===== src/rtl/entrada_fpga_pkg.sv =====
// rtl/entrada_fpga_pkg.sv - shared state encoding, display codes and sizing helper for the decimal input path
package entrada_fpga_pkg;

    typedef enum logic [1:0] {
        S_IDLE = 2'd0,
        S_WAIT = 2'd1,
        S_DONE = 2'd2
    } state_t;

    localparam logic [3:0] BLANK   = 4'b1111;
    localparam logic [3:0] MAX_BCD = 4'd9;

    // Bits needed to hold the largest DIGITS-digit decimal value: ceil(log2(10^DIGITS)).
    function automatic int acc_width(input int digits);
        longint p;
        p = 1;
        for (int i = 0; i < digits; i++) p = p * 10;
        return $clog2(p);
    endfunction

endpackage


===== src/rtl/entrada_fpga_debounce_botao.sv =====
// rtl/entrada_fpga_debounce_botao.sv - active-low button synchronizer, debouncer and press-event pulse
module debounce_botao #(
    parameter int DEBOUNCE_CYCLES = 50000
) (
    input  logic clock,
    input  logic reset,
    input  logic btn,
    output logic press
);

    localparam int CW = $clog2(DEBOUNCE_CYCLES + 1);

    logic          sync1, sync2;
    logic          stable, stable_prev;
    logic [CW-1:0] cnt;

    always_ff @(posedge clock) begin
        if (reset) begin
            sync1       <= 1'b1;
            sync2       <= 1'b1;
            stable      <= 1'b1;
            stable_prev <= 1'b1;
            cnt         <= '0;
        end else begin
            sync1       <= btn;
            sync2       <= sync1;
            stable_prev <= stable;
            if (sync2 == stable) begin
                cnt <= '0;
            end else if (cnt == CW'(DEBOUNCE_CYCLES - 1)) begin
                // This cycle is the DEBOUNCE_CYCLES-th consecutive disagreement.
                stable <= sync2;
                cnt    <= '0;
            end else begin
                cnt <= cnt + 1'b1;
            end
        end
    end

    assign press = stable_prev & ~stable;

endmodule


===== src/rtl/entrada_fpga.sv =====
// rtl/entrada_fpga.sv - collects decimal digits from switches/buttons and returns the binary value to the processor
module entrada_fpga
    import entrada_fpga_pkg::*;
#(
    parameter int DEBOUNCE_CYCLES = 50000,
    parameter int DIGITS          = 4
) (
    input  logic        clock,
    input  logic        reset,
    input  logic        sinal_in,
    input  logic [3:0]  sw_digit,
    input  logic        btn_digit,
    input  logic        btn_enter,
    output logic [31:0] valor_entrada,
    output logic        pronto,
    output logic        aguardando,
    output logic [3:0]  dp4,
    output logic [3:0]  dp3,
    output logic [3:0]  dp2,
    output logic [3:0]  dp1
);

    localparam int ACC_W = acc_width(DIGITS);
    localparam int CNT_W = $clog2(DIGITS + 1);

    state_t             state_q, state_d;
    logic [ACC_W-1:0]   acc, acc_next;
    logic [CNT_W-1:0]   count;
    logic               digit_ev, enter_ev, digit_ok, active;

    debounce_botao #(.DEBOUNCE_CYCLES(DEBOUNCE_CYCLES)) u_deb_digit (
        .clock (clock),
        .reset (reset),
        .btn   (btn_digit),
        .press (digit_ev)
    );

    debounce_botao #(.DEBOUNCE_CYCLES(DEBOUNCE_CYCLES)) u_deb_enter (
        .clock (clock),
        .reset (reset),
        .btn   (btn_enter),
        .press (enter_ev)
    );

    always_ff @(posedge clock) begin
        if (reset) state_q <= S_IDLE;
        else       state_q <= state_d;
    end

    always_comb begin
        state_d    = state_q;
        pronto     = 1'b0;
        aguardando = 1'b0;
        case (state_q)
            S_IDLE: if (sinal_in) state_d = S_WAIT;
            S_WAIT: begin
                aguardando = 1'b1;
                if (!sinal_in)     state_d = S_IDLE;
                else if (enter_ev) state_d = S_DONE;
            end
            S_DONE: begin
                pronto = 1'b1;
                if (!sinal_in) state_d = S_IDLE;
            end
            default: state_d = S_IDLE;
        endcase
    end

    // A digit arriving with enter in the same cycle is folded in before capture.
    always_comb begin
        active   = (state_q == S_WAIT) && sinal_in;
        digit_ok = digit_ev && (sw_digit <= MAX_BCD) && (count < CNT_W'(DIGITS));
        acc_next = acc;
        if (digit_ok)
            acc_next = (acc << 3) + (acc << 1) + {{(ACC_W-4){1'b0}}, sw_digit};
    end

    always_ff @(posedge clock) begin
        if (reset) begin
            acc           <= '0;
            count         <= '0;
            valor_entrada <= '0;
            dp4 <= BLANK;
            dp3 <= BLANK;
            dp2 <= BLANK;
            dp1 <= BLANK;
        end else if (state_q == S_IDLE && sinal_in) begin
            acc   <= '0;
            count <= '0;
            dp4 <= BLANK;
            dp3 <= BLANK;
            dp2 <= BLANK;
            dp1 <= BLANK;
        end else if (active) begin
            if (digit_ok) begin
                acc   <= acc_next;
                count <= count + 1'b1;
                dp4   <= dp3;
                dp3   <= dp2;
                dp2   <= dp1;
                dp1   <= sw_digit;
            end
            if (enter_ev)
                valor_entrada <= {{(32-ACC_W){1'b0}}, acc_next};
        end
    end

endmodule


===== config.mk =====
export PLATFORM = sky130hd
export DESIGN_NAME = entrada_fpga
export DESIGN_NICKNAME = d
export VERILOG_FILES = /design/src/rtl/entrada_fpga_pkg.sv /design/src/rtl/entrada_fpga_debounce_botao.sv /design/src/rtl/entrada_fpga.sv
export SDC_FILE = /design/constraint.sdc
export NUM_CORES = 1
export LEC_CHECK = 0
export CELL_PAD_IN_SITES_DETAIL_PLACEMENT = 1
export CELL_PAD_IN_SITES_GLOBAL_PLACEMENT = 2
export CORE_ASPECT_RATIO = 0.7
export CORE_MARGIN = 3
export CORE_UTILIZATION = 35
export CTS_BUF_LIST = sky130_fd_sc_hd__clkbuf_16
export CTS_CLUSTER_SIZE = 8
export DETAILED_ROUTE_END_ITERATION = 12
export HOLD_SLACK_MARGIN = 0.15
export PLACE_DENSITY = 0.84
export SYNTH_ARGS = -nofsm -noshare
export SYNTH_HDL_FRONTEND = slang
export SYNTH_HIERARCHICAL = 1
export SYNTH_SLANG_ARGS = --single-unit

===== constraint.sdc =====
create_clock -name clock -period 6.8 [get_ports clock]
set_input_delay 0.68 -clock clock [delete_from_list [all_inputs] [get_ports clock]]
set_output_delay 0.68 -clock clock [all_outputs]
set_load 0.02 [all_outputs]

==> results.json, run 1 <==
{
  "status": "complete, no violations",
  "maxCapViolations": 0,
  "muxShareOfSynthArea_pct": 0.675,
  "cp-startpoint": "sw_digit[3]",
  "yosys_warnings": 6,
  "clk_pin_slew_worst_paths_ps": 60,
  "ys_top_cells_by_area": "dfxtp_1 (40%), ha_1 (7.0%), nand2_1 (6.2%)",
  "hp-start": "u_deb_enter/sync1$_SDFF_PP1_",
  "syn2layout_area_growth_pct": 16.3,
  "crit_fanout": 3,
  "r2r-start": "acc[2]$_SDFFE_PP0P_",
  "grtUsageTotal_pct": 17.1,
  "global_route.overflow_total": 0,
  "ys_seq_area_share_pct": 40.1,
  "rsz0062_at_grt": "no",
  "die_w_um": 141,
  "timing.critical_path.from_type": "input pin",
  "synth_edf_count": 0,
  "postCtsHoldBufs": 0,
  "cp.buffers_inverters": 3,
  "vias": 3686,
  "clock-sinks": 89,
  "yosysMostFrequentCell": "dfxtp_1",
  "dpl-instance-area_um2": 4890,
  "avgViaCountPerCell": 5.13,
  "ant_nets": 0,
  "die_area_um2": 14100,
  "cts.path.max_buffers": 2,
  "cp_cell_sequence": "clkdlybuf4s50_1, inv_1, fa_1, inv_1, fa_1, a211oi_2, o21bai_1, a211oi_1, xnor2_1, nand2_1, a211oi_1",
  "crit_required_ps": 7050,
  "worst_pin_slew_ps": 970,
  "setup_viol": 0,
  "critPathKind": "in2reg",
  "finalPower_mw": 1.04,
  "hold_viol_final": 0,
  "wl_mm": 11.6,
  "synth_fa_ha_area_share_pct": 7.93,
  "io_pins": 59,
  "cts_max_level": 3,
  "cpLargestDelayFamily": "adder cells",
  "slew_viol_final": 0,
  "num-fill-cells": 1444,
  "synth_compound_area_share_pct": 10.9,
  "drtPass1Iterations": 4,
  "fin_crit_ps": 3370,
  "synth-xor-area-share_pct": 7.65,
  "cp_slowest_cell": "fa_1",
  "cts_buffers": 9,
  "ys.flop_type": "dfxtp_1",
  "max_stage_delay_ps": 540,
  "fmax_ghz": 0.297,
  "post-cts-setup-buffers": 0,
  "nNetsFinal": 594,
  "synth_top_area_share_pct": 40.1,
  "antenna_found_initial": 0,
  "setup_tns_ps": 0,
  "clock_latency_ps": 340,
  "core_um2": 12100,
  "dpl.cell_count": 704,
  "place.gp.congestion": 0.841,
  "p_leak_nw": 1.96,
  "end_kind": "register",
  "wl_per_cell_um": 16.2,
  "drt_iter0_drc": 133,
  "finClkSkew_ps": 8.43,
  "netlist_instances": 525,
  "start_util_pct": 36.9,
  "cts_tree": "yes",
  "async_reset_ff_share_pct": 0,
  "synth-seq-cells": 89,
  "arrival_ps": 3610,
  "maxSlewHeadroom_pct": 35.2,
  "finalCritPeriodShare_pct": 49.5,
  "dp_hpwl_mm": 8.36,
  "synth-simple-area-share_pct": 26.1,
  "final_cells": 719,
  "fin_area_um2": 5170,
  "synth_top_family_by_area": "simple AND/OR/NAND/NOR gates",
  "avgSynthCellArea_um2": 8.47,
  "rows": 33,
  "synth_common_cells": "dfxtp_1 (89), nand2_1 (74), nor2_1 (73), nand3_1 (28)",
  "die_h_um": 100,
  "io_buffers": 40,
  "grt_max_degree": 32,
  "root_buffer": "clkbuf_16",
  "ys_types": 52,
  "synth_top_area_cell": "dfxtp_1",
  "cts_resized": 0,
  "cellPowerDensity_nw_per_um2": 202,
  "grt_pass1_wl_mm": 19.4,
  "synth_area_um2": 4450,
  "irDropWorstVdd_mv": 0.120,
  "first_global_vias": 3748,
  "diodes": 0,
  "hp-class": "reg2reg",
  "drc_errors": 0,
  "drive_gt1_share_pct": 6.23
}
-- state kept, by name, summed over array words and instances, names as in the netlist --
register	count
u_deb_digit/sync2	1
dp3	4
valor_entrada	14
dp2	4
u_deb_digit/cnt	16
dp1	4
acc	14
u_deb_enter/sync2	1
u_deb_digit/stable_prev	1
u_deb_enter/stable	1
u_deb_digit/stable	1
count	3
state_q	2
u_deb_enter/sync1	1
u_deb_enter/stable_prev	1
u_deb_enter/cnt	16
u_deb_digit/sync1	1
dp4	4
-- metrics by stage --
stage | util (%) | hold WS [ps] | setup slack [ps]
2_1_floorplan | - | 389 | 3900
3_3_place_gp | 40.5 | 402 | 3210
5_1_grt | 42.9 | 424 | 3180
4_1_cts | 42.9 | 416 | 3440
6_report | 42.9 | 413 | 3430
3_5_place_dp | 40.5 | 397 | 3090
-- cell usage in the layout, fill, tap and decap left out, types with 4 or more instances in the layout --
| cell type | n |
|---|---|
| dfxtp_1 | 89 |
| nand2_1 | 74 |
| nor2_1 | 72 |
| clkdlybuf4s50_1 | 40 |
| nand3_1 | 28 |
| a21oi_1 | 25 |
| xnor2_1 | 25 |
| ha_1 | 25 |
| conb_1 | 18 |
| nor3_1 | 15 |
| inv_1 | 13 |
| o21ai_1 | 12 |
| xor2_1 | 12 |
| nand4_1 | 9 |
| clkbuf_16 | 9 |
| a211oi_1 | 7 |
| nand2b_1 | 6 |
| or2_2 | 6 |
| and3_1 | 5 |
| a21o_1 | 4 |
| a311oi_1 | 4 |
| or4_1 | 4 |
| nor4_1 | 4 |
-- worst register-to-register path, delay by kind of cell, from the launching register on --
family | cells | cell delay, ps
xor gates and xnor gates | 1 | 180
adders and majority gates | 2 | 960
DFF | 1 | 420
and+or+nand+nor | 1 | 80
buffers and inverters | 2 | 180
AOI/OAI and AO/OA | 4 | 1000
-- final timing paths --
| kind | to | slack, ps | depth (start not counted) |
|---|---|---|---|
| worst max-delay path | valor_entrada[12]$_SDFFE_PP0P_ | 3430 | 11 |
| worst max register to register | valor_entrada[12]$_SDFFE_PP0P_ | 3880 | 10 |
| worst min register to register | u_deb_enter/sync2$_SDFF_PP1_ | 410 | 1 |
| worst min-delay path | u_deb_enter/sync2$_SDFF_PP1_ | 410 | 1 |
-- power breakdown --
group	leakage, nW	switching (mW)	internal [mW]
Combinational	1.10	0.0250	0.00890
Sequential	0.719	0.00123	0.523
Clock	0.141	0.204	0.281
-- per-layer routing --
layer  GRT usage, %  vias to the layer above  wire length [um]
li1               -                     1825                 -
met1           25.1                     1789              6200
met2           25.3                       70              4830
met3           4.05                        2               539
met4           4.02                        0                59
met5              0                        -                 0
-- kinds of logic (layout without fill, tap and decap cells) --
family	Yosys count	after routing
simple gates	245	245
other cells	1	18
xor+xnor	38	38
flops	89	89
compound gates	72	72
buf+inv	50	70
fa+ha+maj	27	27
mux	3	3
-- final cells by class --
class / instances / area (um2) / share of cell area, %
flip-flops and latches: 89 / 1780 / 34.5
clock buffers: 9 / 225 / 4.36
well taps: 157 / 196 / 3.80
clock inverters: 6 / 58.8 / 1.14
repair buffers: 43 / 423 / 8.18
inverters: 12 / 45.0 / 0.871
multi-input cells: 403 / 2440 / 47.2
No activity file was read; power rests on OpenSTA's default activity.
==> run 2: changes to the inputs <==
--- a/config.mk
+++ b/config.mk
@@ -9,12 +9,12 @@
 export CELL_PAD_IN_SITES_GLOBAL_PLACEMENT = 2
 export CORE_ASPECT_RATIO = 0.7
 export CORE_MARGIN = 3
-export CORE_UTILIZATION = 35
+export CORE_UTILIZATION = 30
 export CTS_BUF_LIST = sky130_fd_sc_hd__clkbuf_16
 export CTS_CLUSTER_SIZE = 8
 export DETAILED_ROUTE_END_ITERATION = 12
 export HOLD_SLACK_MARGIN = 0.15
-export PLACE_DENSITY = 0.84
+export PLACE_DENSITY = 0.77
 export SYNTH_ARGS = -nofsm -noshare
 export SYNTH_HDL_FRONTEND = slang
 export SYNTH_HIERARCHICAL = 1
==> constraint.sdc (replaced) <==
create_clock -name clock -period 2.71 [get_ports clock]
set_input_delay 0.271 -clock clock [delete_from_list [all_inputs] [get_ports clock]]
set_output_delay 0.271 -clock clock [all_outputs]
set_load 0.02 [all_outputs]
==> run 2 against run 1 <==
Cell count increased by 8.3%. Core utilization shrank 4.2 points. Hold slack lost 4.9 ps. Largest cell class unchanged.
==> results.json, run 2 (synthesis results as in run 1) <==
{
  "clock_latency_ps": 350,
  "wl_per_cell_um": 15.7,
  "maxCapViolations": 0,
  "cpLargestDelayFamily": "compound AO/OA/AOI/OAI gates",
  "cellPowerDensity_nw_per_um2": 483,
  "critPathKind": "reg2reg",
  "num-fill-cells": 1670,
  "clock-sinks": 89,
  "die_h_um": 108,
  "slew_viol_final": 0,
  "cts.path.max_buffers": 2,
  "avgViaCountPerCell": 4.83,
  "vias": 3763,
  "finClkSkew_ps": 7.44,
  "rsz0062_at_grt": "no",
  "drive_gt1_share_pct": 12.7,
  "p_leak_nw": 2.12,
  "status": "complete, no violations",
  "final_cells": 779,
  "final_cell_mix": "dfxtp_1 (87), nand2_1 (74), nor2_1 (73)",
  "postCtsHoldBufs": 0,
  "hp-class": "reg2reg",
  "drc_errors": 0,
  "io_pins": 59,
  "max_stage_delay_ps": 510,
  "place.gp.congestion": 0.873,
  "arrival_ps": 2790,
  "fmax_ghz": 0.395,
  "nNetsFinal": 621,
  "finalCritPeriodShare_pct": 93.5,
  "die_area_um2": 16300,
  "maxSlewHeadroom_pct": 58.6,
  "rows": 36,
  "setup_viol": 0,
  "top_regs": "u_deb_digit/cnt: 16 flops, u_deb_enter/cnt: 16 flops",
  "cts_max_level": 3,
  "crit_fanout": 3,
  "cp.buffers_inverters": 3,
  "end_kind": "register",
  "global_route.overflow_total": 0,
  "diodes": 0,
  "irDropWorstVdd_mv": 0.256,
  "hold_viol_final": 0,
  "root_buffer": "clkbuf_16",
  "core_um2": 14200,
  "syn2layout_area_growth_pct": 23.5,
  "crit_required_ps": 2960,
  "grt_pass1_wl_mm": 19.9,
  "final_common_cell": "dfxtp_1",
  "wl_mm": 12.2,
  "clk_pin_slew_worst_paths_ps": 70,
  "cts_buffers": 9,
  "fin_crit_ps": 2530,
  "cts_tree": "yes",
  "start_util_pct": 31.3,
  "die_w_um": 152,
  "dpl.cell_count": 761,
  "grtUsageTotal_pct": 15.6,
  "drt_iter0_drc": 105,
  "drtPass1Iterations": 4,
  "setup_tns_ps": 0,
  "first_global_vias": 3798,
  "dp_hpwl_mm": 8.92,
  "cp_common_cell": "inv_2",
  "timing.critical_path.from_type": "register",
  "antenna_found_initial": 0,
  "ant_nets": 0,
  "worst_pin_slew_ps": 622,
  "cp_cell_sequence": "inv_2, fa_1, inv_2, buf_4, ha_4, a211oi_4, o21ai_2, nand2_2, a31oi_2, xor2_1, a2111oi_2",
  "grt_max_degree": 31,
  "cp_slowest_cell": "fa_1",
  "io_buffers": 40
}
==> run 2: changes by cell type in the layout (fill, tap and decap cells not counted), sizes merged <==
cell	before	now
dlymetal6s2s	0	1
buf	3	30
clkdlybuf4s50	40	39
clkinv	2	1
clkinvlp	1	3
inv	14	13
==> run 2: per-layer routing <==
metal | wire, um | GRT usage, % | share of wire, % | vias up
met1 | 6130 | 21.6 | 50 | 1801
li1 | - | - | - | 1879
met4 | 212 | 4.94 | 1.7 | 0
met3 | 518 | 3.83 | 4.2 | 15
met2 | 5360 | 23.7 | 44 | 68
met5 | 0 | 0 | 0 | -
==> run 2: final timing paths <==
check,slack [ps],cells after the start,end,from
hold reg to reg,410,1,u_deb_digit/sync2$_SDFF_PP1_,u_deb_digit/sync1$_SDFF_PP1_
hold / removal,410,1,u_deb_digit/sync2$_SDFF_PP1_,u_deb_digit/sync1$_SDFF_PP1_
setup / recovery,180,11,valor_entrada[13]$_SDFFE_PP0P_,acc[2]$_SDFFE_PP0P_
setup reg to reg,180,11,valor_entrada[13]$_SDFFE_PP0P_,acc[2]$_SDFFE_PP0P_
==> run 2: layout make-up <==
| type | count | area [um2] | area share, % |
|---|---|---|---|
| inverters | 12 | 45.0 | 0.820 |
| flip-flops and latches | 89 | 1780 | 32.5 |
| repair buffers | 70 | 641 | 11.7 |
| clock inverters | 6 | 61.3 | 1.12 |
| clock buffers | 9 | 225 | 4.10 |
| well taps | 190 | 238 | 4.33 |
| multi-input cells | 403 | 2500 | 45.5 |
==> run 2: power breakdown <==
group | switching [mW] | total (mW) | internal, mW | leakage (nW)
Sequential | 0.00309 | 1.32 | 1.31 | 0.720
Clock | 0.536 | 1.24 | 0.705 | 0.135
Combinational | 0.0657 | 0.0942 | 0.0285 | 1.26
Total | 0.605 | 2.65 | 2.05 | 2.12
==> run 2: what timing repair did <==
item / 4_1_cts / 5_1_grt
setup buffers: 2 / 1
resized for setup: 4 / 13
pin swaps: 8 / 6
setup endpoints to repair: 9 / 15
==> run 2: per-stage QoR <==
stage	util (%)	worst slack [ps]	hold WS, ps	power (mW)	cell area (um2)
final	38.7	176	409	2.65	5490
after detailed placement	36.1	-506	397	1.44	5120
after global routing	38.7	13.5	432	2.75	5490
after global placement	36.1	-450	398	1.44	5120
after CTS	38.4	9.86	414	2.69	5440
after floorplan	-	164	348	1.42	4510
==> patch 1 (settings of run 2) <==
`DEBOUNCE_CYCLES` is set to 50000 in 2 places; all go to 12500.
--- a/src/rtl/entrada_fpga_debounce_botao.sv
+++ b/src/rtl/entrada_fpga_debounce_botao.sv
@@ -1,6 +1,6 @@
 // rtl/entrada_fpga_debounce_botao.sv - active-low button synchronizer, debouncer and press-event pulse
 module debounce_botao #(
-    parameter int DEBOUNCE_CYCLES = 50000
+    parameter int DEBOUNCE_CYCLES = 12500
 ) (
     input  logic clock,
     input  logic reset,
--- a/src/rtl/entrada_fpga.sv
+++ b/src/rtl/entrada_fpga.sv
@@ -2,7 +2,7 @@
 module entrada_fpga
     import entrada_fpga_pkg::*;
 #(
-    parameter int DEBOUNCE_CYCLES = 50000,
+    parameter int DEBOUNCE_CYCLES = 12500,
     parameter int DIGITS          = 4
 ) (
     input  logic        clock,
Function: no difference found for any inputs over 10 cycles, from zero or initial values and one cycle with reset high; that may be too few to reach the edited logic, so the function may still have changed.
==> patch 1 against run 2 <==
Area after synthesis is 3.2% lower. Sequential share of layout area hardly changed. Clock skew is 0.74 ps lower. Final area is 4.5% lower. Setup slack worse by 74 ps. Power is 3.7% lower. Routed wire length is 5.2% lower. Register-to-register slack worse by 70 ps. Highest routed layer unchanged. Die area is 3.1% lower. Non-clock buffer count is 7 lower. Sequential cell count is 4 lower. Sequential power is 5% lower. First-iteration DRC count is 83% higher.
==> patch 1: results (changes against run 2) <==
Setup path
  • Slowest cell delay on critical path: 450 ps (was 510 ps)
  • Flop2flop setup slack: 110 ps (was 180 ps)
  • Worst reg2reg path startpoint: acc[0]$_SDFFE_PP0P_ (was acc[2]$_SDFFE_PP0P_)
  • Critical path peak fanout: 3 (unchanged)
  • Cell family with most CP delay: adder cells (was compound AO/OA/AOI/OAI gates)
  • Critical-path top delay cell: clkdlybuf4s50_1 (was fa_1)
  • Worst EP arrival: 2800 ps (was 2790 ps)
  • Worst reg-to-reg path cell count: 10 (was 11)
  • Setup crit start: sw_digit[2] (was acc[2]$_SDFFE_PP0P_)
  • Worst Setup EP: valor_entrada[10]$_SDFFE_PP0P_ (was valor_entrada[13]$_SDFFE_PP0P_)

Finish
  • Share of layout cells above drive strength 1: 0.119 (was 0.127)
  • Register area: 1700 µm² (was 1780 µm²)
  • Number of fill cells: 1622 (was 1670)
  • Final net count: 596 (was 621)
  • Number of diodes: 0 (unchanged)

GRT
  • Vias in the first global route: 3738 (was 3798)
  • Largest net degree at the start of global routing: 33 (was 31)
  • All-Layer GR Usage: 0.151 (was 0.156)
  • First-pass GRT wire length: 19200 µm (was 19900 µm)

Power
  • VDD IR max: 0.282 mV (was 0.256 mV)
  • Leak Pwr: 0.00208 µW (was 0.00212 µW)

Synthesis
  • Seq/Total Area, Yosys: 0.395 (was 0.401)
  • Post-synthesis adder-cell area fraction: 0.0820 (was 0.0793)
  • Synth unique cells: 53 (was 52)
  • Post-synthesis mux area share: 0.00698 (was 0.00675)
  • Synth area leaders: dfxtp_1, ha_1, nor2_1 (was dfxtp_1, ha_1, nand2_1)
  • Synth Area in Compound Gates: 0.107 (was 0.109)
  • Mapped Cells: 509 (was 525)
  • Top cells by count, synth: dfxtp_1, nor2_1, nand2_1, nand3_1, ha_1 (was dfxtp_1, nand2_1, nor2_1, nand3_1)
  • Syn. warnings: 6 (unchanged)
  • Xor/xnor share of the synthesized area: 0.0750 (was 0.0765)
  • Asr flop ratio synth: 0 (unchanged)

Place
  • Hpwl dp: 8500 µm (was 8920 µm)
  • Gp weighted congestion: 0.867 (was 0.873)
  • Post-Place Cell Area: 4900 µm² (was 5120 µm²)
  • Inst Count DP: 734 (was 761)
  • I/O Buffers: 40 (unchanged)

Clock tree
  • Root Driver: clkbuf_16 (unchanged)
  • Post-CTS Setup Bufs: 0 (was 2)
  • Clk buf depth: 2 (unchanged)
  • Clock Latency Late Sink: 340 ps
  • Num CTS Buffers: 9 (unchanged)

STA
  • Rel. slew slack: 0.566 (was 0.586)
  • Setup Skew: 6.70 ps (was 7.44 ps)

Status
  • Status: finished, final reports clean (unchanged)

Detailed routing
  • Initial DRC Count: 192 (was 105)
  • Via count: 3597 (was 3763)
  • Pre-antenna DRT Iters: 4 (unchanged)
  • DR vias/cell: 4.80 (was 4.83)
  • WL per Instance: 15.4 µm (was 15.7 µm)

Hold path
  • Hold path start: u_deb_enter/sync1$_SDFF_PP1_ (was u_deb_digit/sync1$_SDFF_PP1_)
  • Hold Crit Class: flop to flop (unchanged)
[patch 1: cell types whose count changed in the layout (fill, tap and decap cells not counted), sizes merged, moves of 3 or more]
cell | run 2 | this run
buf | 30 | 23
nand2 | 77 | 71
nand4 | 9 | 15
nor3 | 15 | 9
or4 | 6 | 0
dfxtp | 89 | 85
clkinvlp | 3 | 0
[patch 1: per-layer routing]
metal / up-vias / routed length [µm] / track usage
met3: 12 / 456 / 0.0315
met4: 0 / 162 / 0.0411
met5: - / 0 / 0
met2: 74 / 4770 / 0.227
met1: 1707 / 6190 / 0.220
li1: 1804 / - / -
[patch 1: how the worst min path moves through the flow]
stage	to	depth (start not counted)
6_report	u_deb_enter/sync2$_SDFF_PP1_	1
3_3_place_gp	u_deb_digit/sync2$_SDFF_PP1_	1
4_1_cts	u_deb_enter/sync2$_SDFF_PP1_	1
3_5_place_dp	u_deb_enter/sync2$_SDFF_PP1_	1
5_1_grt	dp1[3]$_SDFFE_PP1P_	4
2_1_floorplan	u_deb_digit/stable$_SDFFE_PP1P_	1
[patch 1: final cells by class]
cell class              count  area share
multi-input cells         389       0.459
inverters                  12     0.00859
clock buffers               9      0.0429
clock inverters             7      0.0115
repair buffers             63       0.110
well taps                 185      0.0441
flip-flops and latches     85       0.325
[patch 1: report_power, final]
part / total, µW / internal [µW] / switching (µW)
Sequential: 1260 / 1250 / 3.46
Combinational: 90.2 / 26.8 / 63.4
Clock: 1200 / 703 / 502
[patch 1: repair_timing]
item,in CTS,in global routing
pin swaps,5,6
resized for setup,6,7
endpoints found under the setup margin,5,11
hold endpoints to repair,0,0
[patch 1: metrics by stage]
stage	worst slack [ps]	hold WS [ps]
2_1_floorplan	164	365
3_3_place_gp	-433	392
3_5_place_dp	-510	397
4_1_cts	1.58	414
5_1_grt	7.68	434
6_report	102	413
==> patch 2 (flow settings as in run 2) <==
Made on the original files. Encoding of `state_t`: now one-hot (3 bits for 3 states).
--- a/src/rtl/entrada_fpga_pkg.sv
+++ b/src/rtl/entrada_fpga_pkg.sv
@@ -1,10 +1,10 @@
 // rtl/entrada_fpga_pkg.sv - shared state encoding, display codes and sizing helper for the decimal input path
 package entrada_fpga_pkg;
 
-    typedef enum logic [1:0] {
-        S_IDLE = 2'd0,
-        S_WAIT = 2'd1,
-        S_DONE = 2'd2
+    typedef enum logic [2:0] {
+        S_IDLE = 3'b001,
+        S_WAIT = 3'b010,
+        S_DONE = 3'b100
     } state_t;
 
     localparam logic [3:0] BLANK   = 4'b1111;
Behaviour: same outputs for any inputs over 4 cycles, from zero or initial values and one cycle with reset high; so few cycles prove little.
==> patch 2 against run 2 <==
Sequential cell count rose by 1. Area after synthesis rose by 4.7%. Routed wire length grew 3.1%. Setup slack improved by 13 ps. Power grew 4.5%. Die area increased by 4.5%. Final area increased by 2.5%. Final cell count is 1.7% higher. Critical endpoint is now valor_entrada[11]$_SDFFE_PP0P_.
==> patch 2: results (changes against run 2) <==
Status
  • Status: finished, final reports clean (unchanged)

Setup path
  • Flop2flop setup slack: about 190 ps
  • Worst reg-to-reg path cell count: 11 (unchanged)
  • Critical path peak fanout: 3 (unchanged)
  • Worst EP arrival: 2750 ps (was 2790 ps)

Finish
  • Number of fill cells: 1756 (was 1670)
  • Share of layout cells above drive strength 1: 0.109 (was 0.127)
  • Final net count: 629 (was 621)
  • Number of diodes: 0 (unchanged)
  • Biggest regs: u_deb_digit/cnt: 16 flops, u_deb_enter/cnt: 16 flops (unchanged)
  • Non-Filler Instances: 792 (was 779)

Power
  • VDD IR max: 0.292 mV (was 0.256 mV)
  • Net switching power: 607 µW (was 605 µW)
  • Leak Pwr: 0.00222 µW (was 0.00212 µW)

GRT
  • Largest net degree at the start of global routing: 36 (was 31)
  • All-Layer GR Usage: 0.156 (about the same)
  • Vias in the first global route: 4047 (was 3798)
  • First-pass GRT wire length: 21400 µm (was 19900 µm)
  • Routing usage on met1: 0.220 (was 0.216)
  • Grt met3 use: 0.0437 (was 0.0383)
  • Met2 GRT Util: 0.232 (was 0.237)
  • Global routing's busiest layer: met2 (unchanged)
  • Initial antenna violation count: 0 (unchanged)

Place
  • Inst Count DP: 777 (was 761)
  • Gp weighted congestion: 0.821 (was 0.873)
  • Hpwl dp: 8980 µm (was 8920 µm)
  • I/O Buffers: 40 (unchanged)
  • Post-Place Cell Area: 5290 µm² (was 5120 µm²)

Hold path
  • Hold Crit Class: primary input to flop (was flop to flop)
  • Worst hold path stage count: 4 (was 1)

Clock tree
  • CTS clk-pin slew, worst paths: 70 ps (about the same)
  • Clk buf depth: 2 (unchanged)
  • Root Driver: clkbuf_16 (unchanged)
  • Num CTS Buffers: 9 (unchanged)
  • # H-tree levels: 3 (unchanged)
  • Clock Latency Late Sink: 340 ps

Synthesis
  • Synth area leaders: dfxtp_1, ha_1, nand2_1 (unchanged)
  • Top cells by count, synth: dfxtp_1, nand2_1, nor2_1, a21oi_1, nand3_1 (was dfxtp_1, nand2_1, nor2_1, nand3_1)
  • Asr flop ratio synth: 0 (unchanged)
  • Syn avg cell area: 8.62 µm² (was 8.47 µm²)
  • Syn. warnings: 6 (unchanged)
  • Synth unique cells: 66 (was 52)
  • Top_reg_cell synth: dfxtp_1 (unchanged)
  • Seq/Total Area, Yosys: 0.387 (was 0.401)

STA
  • Worst Max-Slew Pin Slew: 822 ps (was 622 ps)
  • Setup Skew: 7.90 ps (was 7.44 ps)

Detailed routing
  • DR vias/cell: 5.01 (was 4.83)
  • WL per Instance: 15.9 µm (was 15.7 µm)
  • Initial DRC Count: 195 (was 105)
  • Pre-antenna DRT Iters: 4 (unchanged)
[patch 2: per-layer routing]
metal	part of all wire	up-vias
li1	-	1959
met5	0	-
met2	0.41	79
met3	0.056	16
met1	0.52	1913
met4	0.014	0
[patch 2: power by group through the flow]
stage               clock network (µW)  registers (µW)  logic, µW
floorplan                            0            1360       83.1
global placement                     0            1360        105
detailed placement                   0            1360        107
CTS                               1370            1330        109
global route                      1430            1330        119
finish                            1330            1330        110
[patch 2: kinds of logic after synthesis]
| group | synth area share |
|---|---|
| and+or+nand+nor | 0.258 |
| AOI/OAI and AO/OA | 0.131 |
| DFF | 0.387 |
| buffers and inverters | 0.0669 |
| xor gates and xnor gates | 0.0707 |
| adders and majority gates | 0.0758 |
| muxes | 0.00914 |
| other | 0.000805 |
[patch 2: metrics by stage]
step,hold slack [ps],setup slack [ps],total power [µW]
after floorplan,348,198,1450
after global routing,401,65.7,2880
final,403,189,2770
after detailed placement,402,-443,1470
after CTS,422,7.06,2810
after global placement,392,-392,1470
[patch 2: area by class of cell]
| cell class | instances | area, µm² | area share |
|---|---|---|---|
| flip-flops and latches | 90 | 1800 | 0.320 |
| inverters | 15 | 56.3 | 0.0100 |
| clock inverters | 6 | 83.8 | 0.0149 |
| multi-input cells | 415 | 2640 | 0.469 |
| clock buffers | 9 | 225 | 0.0400 |
| repair buffers | 62 | 581 | 0.103 |
| well taps | 195 | 244 | 0.0433 |
[patch 2: critical path, stage by stage, from the launching register on]
cell	delay [ps]
dfxtp_1	330
inv_1	60
fa_1	520
inv_1	80
buf_4	140
ha_4	240
a211oi_2	220
buf_4	150
o211ai_4	80
a41oi_2	260
o22ai_1	120
a41o_1	210
[patch 2: worst paths after layout]
| kind | startpoint | endpoint |
|---|---|---|
| max reg2reg | acc[0]$_SDFFE_PP0P_ | valor_entrada[11]$_SDFFE_PP0P_ |
| min | sw_digit[3] | dp1[3]$_SDFFE_PP1P_ |
| min reg2reg | u_deb_digit/sync1$_SDFF_PP1_ | u_deb_digit/sync2$_SDFF_PP1_ |
| max | acc[0]$_SDFFE_PP0P_ | valor_entrada[11]$_SDFFE_PP0P_ |
[patch 2: what timing repair did]
item / CTS / global route
endpoints found under the setup margin: 8 / 7
pin swaps: 3 / 3
gates resized for setup: 4 / 3
hold endpoints to repair: 0 / 0
buffers inserted: 0 / 0
